`src/rtl/graphics_type.sv`:
```
// Shared graphics types: vertices, triangles, colors.
// Also holds table-size constants and fetcher state encoding.
package graphics_type;

    localparam int MAX_VERTICES  = 18;
    localparam int MAX_TRIANGLES = 24;

    typedef struct packed {
        logic signed [15:0] x;
        logic signed [15:0] y;
        logic signed [15:0] z;
    } vertex_3d_t;

    typedef struct packed {
        logic [3:0] r;
        logic [3:0] g;
        logic [3:0] b;
    } color_t;

    typedef struct packed {
        logic [4:0] v0;
        logic [4:0] v1;
        logic [4:0] v2;
        color_t     color;
    } triangle_t;

    typedef enum logic [1:0] {
        IDLE,
        FETCH,
        PRESENT,
        DONE
    } fetch_state_t;

endpackage

```
`src/rtl/triangle_fetcher_lookup.sv`:
```
// Vertex index resolver: out-of-range indices give the
// origin and raise err so the frame can keep going.
import graphics_type::*;

module tri_vertex_lookup #(
    parameter int MAX_VERTS = 18
) (
    input  vertex_3d_t vertices [0:MAX_VERTS-1],
    input  logic [4:0] index,
    output vertex_3d_t vertex,
    output logic       err
);

    // Range-checked table read
    always_comb begin
        vertex = '0;
        err    = 1'b0;
        if (int'(index) < MAX_VERTS) begin
            vertex = vertices[index];
        end else begin
            err = 1'b1;
        end
    end

endmodule

```
`src/rtl/triangle_fetcher.sv`:
```
// Walks the triangle list once per start and presents each
// triangle with resolved corners over a valid/ready port.
import graphics_type::*;

module triangle_fetcher #(
    parameter int MAX_VERTS = 18,
    parameter int MAX_TRIS  = 24
) (
    input  logic       clk,
    input  logic       rst_n,
    input  logic       start,
    input  vertex_3d_t vertices [0:MAX_VERTS-1],
    input  triangle_t  triangles [0:MAX_TRIS-1],
    input  logic [4:0] num_triangles,
    output logic       tri_valid,
    input  logic       tri_ready,
    output vertex_3d_t p0,
    output vertex_3d_t p1,
    output vertex_3d_t p2,
    output color_t     tri_color,
    output logic [4:0] tri_index,
    output logic       busy,
    output logic       done,
    output logic       idx_err
);

    localparam logic [4:0] TRIS_CAP = 5'(MAX_TRIS);

    fetch_state_t state_q;
    fetch_state_t state_d;

    logic [4:0] idx;
    logic [4:0] count;
    logic [4:0] load_idx;
    logic       hs;
    logic       last;
    logic       load;
    triangle_t  cur_tri;
    vertex_3d_t lk0, lk1, lk2;
    logic       err0, err1, err2;

    assign hs       = tri_valid & tri_ready;
    assign last     = ({1'b0, idx} + 6'd1) >= {1'b0, count};
    assign load_idx = (state_q == PRESENT) ? idx + 5'd1 : idx;
    assign load     = ((state_q == FETCH) && (count != 5'd0))
                    || ((state_q == PRESENT) && hs && !last);

    // Live read of the triangle about to be loaded
    always_comb begin
        cur_tri = '0;
        if (int'(load_idx) < MAX_TRIS) begin
            cur_tri = triangles[load_idx];
        end
    end

    tri_vertex_lookup #(.MAX_VERTS(MAX_VERTS)) u_lk0 (
        .vertices (vertices),
        .index    (cur_tri.v0),
        .vertex   (lk0),
        .err      (err0)
    );

    tri_vertex_lookup #(.MAX_VERTS(MAX_VERTS)) u_lk1 (
        .vertices (vertices),
        .index    (cur_tri.v1),
        .vertex   (lk1),
        .err      (err1)
    );

    tri_vertex_lookup #(.MAX_VERTS(MAX_VERTS)) u_lk2 (
        .vertices (vertices),
        .index    (cur_tri.v2),
        .vertex   (lk2),
        .err      (err2)
    );

    // State register
    always_ff @(posedge clk or negedge rst_n) begin
        if (!rst_n) begin
            state_q <= IDLE;
        end else begin
            state_q <= state_d;
        end
    end

    // Next-state decode
    always_comb begin
        state_d = state_q;
        unique case (state_q)
            IDLE:    if (start) state_d = FETCH;
            FETCH:   state_d = (count == 5'd0) ? DONE : PRESENT;
            PRESENT: if (hs && last) state_d = DONE;
            DONE:    state_d = IDLE;
            default: state_d = IDLE;
        endcase
    end

    // Status outputs follow the state
    always_comb begin
        busy = (state_q != IDLE);
        done = (state_q == DONE);
    end

    // Frame counters, presented triangle and sticky error
    always_ff @(posedge clk or negedge rst_n) begin
        if (!rst_n) begin
            idx       <= '0;
            count     <= '0;
            tri_valid <= 1'b0;
            p0        <= '0;
            p1        <= '0;
            p2        <= '0;
            tri_color <= '0;
            tri_index <= '0;
            idx_err   <= 1'b0;
        end else begin
            if ((state_q == IDLE) && start) begin
                count   <= (num_triangles > TRIS_CAP)
                         ? TRIS_CAP : num_triangles;
                idx     <= '0;
                idx_err <= 1'b0;
            end
            if (load) begin
                idx       <= load_idx;
                p0        <= lk0;
                p1        <= lk1;
                p2        <= lk2;
                tri_color <= cur_tri.color;
                tri_index <= load_idx;
                tri_valid <= 1'b1;
                if (err0 | err1 | err2) idx_err <= 1'b1;
            end else if ((state_q == PRESENT) && hs) begin
                tri_valid <= 1'b0;
            end
        end
    end

endmodule
```
`config.mk`:
```
export PLATFORM = sky130hd
export DESIGN_NAME = triangle_fetcher
export DESIGN_NICKNAME = d
export VERILOG_FILES = /design/src/rtl/graphics_type.sv /design/src/rtl/triangle_fetcher_lookup.sv /design/src/rtl/triangle_fetcher.sv
export SDC_FILE = /design/constraint.sdc
export NUM_CORES = 2
export LEC_CHECK = 0
export CORE_AREA = 3 3 648 650
export CTS_BUF_LIST = sky130_fd_sc_hd__clkbuf_2
export CTS_CLUSTER_SIZE = 20
export DETAILED_ROUTE_END_ITERATION = 8
export DIE_AREA = 0 0 651 653
export PLACE_DENSITY_LB_ADDON = 0.1
export SYNTH_ARGS = -nofsm -noshare
export SYNTH_HDL_FRONTEND = slang
export SYNTH_SLANG_ARGS = --single-unit
```
`constraint.sdc`:
```
create_clock -name clk -period 3.77 [get_ports clk]
set_input_delay 0.5655 -clock clk [delete_from_list [all_inputs] [get_ports clk]]
set_output_delay 0.5655 -clock clk [all_outputs]
set_load 0.05 [all_outputs]
```
==> results.md <==
* Buf/Inv on CP at 4
* Avg WL per Cell at between 30 and 40 um
* Top cell type's share of synthesized area at 25.2%
* CTS tree: yes
* First-pass DRT Iterations at 6
* Unique masters post-synth at 75
* Filler instances at 46.3k
* Layout cell share with drive strength beyond 1 at 15.4%
* Worst setup EP type: flip-flop
* Clock tree buffer depth at 3
* Drc violations at 0
* H-tree Lvls at 4
* Boundary Pins at 1686
* Outcome: finished, final reports clean
* Setup CP Type: flip-flop to flip-flop
* Leading area contributor after synthesis: mux2i_1
* Chip Height at 653 um
* Worst-path cell chain: ha_4 -> buf_6 -> mux4_2 -> a211oi_2 -> a211oi_2 -> or3_4 -> buf_16 -> buf_16 -> buf_12 -> mux2i_1 -> mux2_4 -> a222oi_1 -> a32o_2
* Actual slew at the worst max-slew pin at 1.00 ns
* Placed insts at 12.5k
* # rows at approximately 240
* Tot GR Track Use at between 20% and 30%
* Leak Pwr at 0.0301 uW
* Fin crit share at between 90% and 100%
* Top cells by area, synth: mux2i_1 25%, nand2_1 15%, dfrtp_1 12%
* Mean post-synth cell area at around 7.3 um2
* Setup Skew at between 0.3 and 0.4 ns
* Sink Count at 175
* Setup repair after global routing missed its margin: yes
* GR peak layer: met2
* Most frequent cells in the layout: 1600 x clkdlybuf4s50_1, 1479 x nand2_1, 944 x mux2i_1, 859 x dlygate4sd3_1, 577 x buf_4
* First-pass GRT wire length at about 600 mm
* Max-slew headroom at around 34%
* Final Hold Fails at 0
* Clock power share at between 1.5 and 2%
* DP Area at a little under 70000 um2
* Mapped Area at 37800 um2
* Final net count at 9584
* Final setup fails at 0
* Max-cap violation count at 0
* Drt first-iter violations at 5493
* Cells after Synth at 5165
* Hpwl dp at about 400 mm
* Syn-to-layout area delta at 110%
* I/O Buffers at 1685
* Post-synth EDFFs at 0
* Sequential-to-total area share from yosys stat at a little under an eighth
* CTS clk-pin slew, worst paths at between 0.4 and 0.5 ns
* Flop pwr share at 3.6%
* Met3 GRT Util at 3.07%
* Core area at about 410000 um2
* Largest net degree at the start of global routing at 54
* Slowest cell on the critical path: dfrtp_4
* Post-route ant nets at 0
* HP Class: input pin to flip-flop
* Fin area at 79100 um2
* NetSw at 64700 uW
* Clk_lat worst skew at 1.55 ns
* Crit path DAT at 5.15 ns
* CP max FO at 8
* Place WS at -1.29 ns
* Final Slew Violations at 0
* Initial core utilization at 9.13%
* Number of global-route vias before repair at between 50k and 60k
* Crit path max-delay family: compound AO/OA/AOI/OAI gates
* #FFs+latches synth at 175
* WL final at 481 mm
* Total global routing overflow at 0
* Predominant post-synthesis flop cell: dfrtp_1
* Worst path required time at 5.25 ns
* P_int at about 46000 uW
* Vias at 58.7k
* Initial antenna violation count at 284
* Total die area at between 400000 and 500000 um2
* Setup WS post-layout at a little over 0.1 ns
* Vias/cell at 4.31
* Final core occ at around a fifth
* Commonest non-fill, non-tap cell in the layout: clkdlybuf4s50_1
* Crit start category: flip-flop
* Switching Share at 58.5%
* Routability cong. at 0.906
* Worst hold slack at 0.196 ns
* PwrDens at ~1400 nW/um2
* GR Util met2 at 39.2%
* Fmax at between 0.2 and 0.3 GHz
* TritonCTS Buffers at 21
* Chip width at between 600 and 700 um
* Logic pwr share at 94.7%
* Slowest stage delay, CP at roughly 0.55 ns
* GR Layer Usage met1 at between 20% and 30%
* Peak supply drop at 0.826 mV
* Synth warn at 0
* Net Count, Synth at roughly 6.7k
* Non-Filler Instances at 13.6k
* Ys async rst share at 100%
* Clock Tree Root: clkbuf_2
* Final min period at 3.67 ns
-- per-stage QoR --
| step | power, uW | setup TNS, ns |
|---|---|---|
| 6_report | 111000 | 0 |
| 5_1_grt | 116000 | -0.114 |
| 4_1_cts | 108000 | 0 |
| 3_5_place_dp | 103000 | -98.96 |
| 3_3_place_gp | 103000 | -100.11 |
| 2_1_floorplan | 49800 | 0 |
-- cells in the mapped netlist (23+ instances only) --
cell and number:
o22a_1 28, a32o_1 124, nand2_1 1490, o31ai_1 104, mux2_2 73, buf_2 181, and3_1 28, nand3_1 303
dfrtp_1 175, mux2i_1 951, o22ai_1 80, and2_1 31, a221oi_1 30, o21ai_1 23, a21oi_1 164, clkbuf_1 231
buf_4 76, a31oi_1 77, nand4_1 50, nor2_1 119, a311o_1 23, o21ai_0 37, buf_1 41, mux4_2 98
a221o_1 58, a211oi_1 46, a32oi_1 182, a22oi_1 106, nor3_1 23
-- cell type report --
cell class,count,area (um2),area share [%]
clock inverter,9,151,0.191
inverter,10,37.5,0.0474
antenna,106,265,0.335
tap,5474,6850,8.66
clock buffer,24,120,0.152
sequential,175,4380,5.54
timing repair buffer,3416,35700,45.1
multi-input combinational,4428,31700,40.0
-- metal layers --
layer / routed length, um / vias up / share of wire (%)
met5: 534 / - / 0.11
met4: 18700 / 82 / 3.9
met3: 23900 / 743 / 5.0
met2: 245000 / 2855 / 51
met1: 193000 / 29700 / 40
li1: - / 25400 / -
-- power groups by stage --
stage,logic [uW],registers [uW],clock network (uW)
after floorplan,43600,6220,0
after global placement,99300,4060,0
after detailed placement,99200,4050,0
after CTS,102000,4030,1980
after global routing,110000,4090,1960
final,105000,3990,1820
-- state kept, by name, indices dropped and copies added, names as in the netlist --
name,cells
count,5
idx,5
idx_err,1
p0,48
p1,48
p2,48
state_q,2
tri_color,12
tri_index,5
tri_valid,1
-- logic make-up (layout without fill, tap and decap cells) --
logic type	count (synthesis)	in the layout	synth area share (%)
AO/OA/AOI/OAI	1180	1180	23.8
XOR/XNOR	8	8	0.225
adder cells (fa/ha/maj)	11	11	0.364
buffers and inverters	562	3459	7.41
flip-flops	175	175	11.6
multiplexers	1124	1124	33.3
other	0	106	0
AND/OR/NAND/NOR	2105	2105	23.3
-- worst min-delay path, delay by kind of cell --
family / cells / cell delay (ns)
buffers and inverters: 1 / 0.50
AOI/OAI and AO/OA: 2 / 0.34
and+or+nand+nor: 2 / 0.18
-- path summary, 6_finish.rpt --
kind                                from  slack [ns]            end  cells after the start
max reg2reg                       idx[0]        0.10         p2[27]                     13
min reg2reg                        p0[9]        0.52          p0[9]                      2
max in group asynchronous          rst_n        2.28  tri_color[11]                      5
min                        vertices[824]        0.20          p1[8]                      5
max                               idx[0]        0.10         p2[27]                     13
min in group asynchronous          rst_n        0.29         p2[26]                      4
-- timing repair --
| action | CTS | global route |
|---|---|---|
| endpoints found under the hold margin | 327 | 0 |
| resized for setup | 152 | 109 |
| setup endpoints to repair | 227 | 92 |
| buffers inserted | 36 | 57 |
| hold buffers | 861 | 0 |
| gates cloned | 9 | 11 |
| pin swaps | 16 | 34 |
No activity file was read; power rests on OpenSTA's default activity.
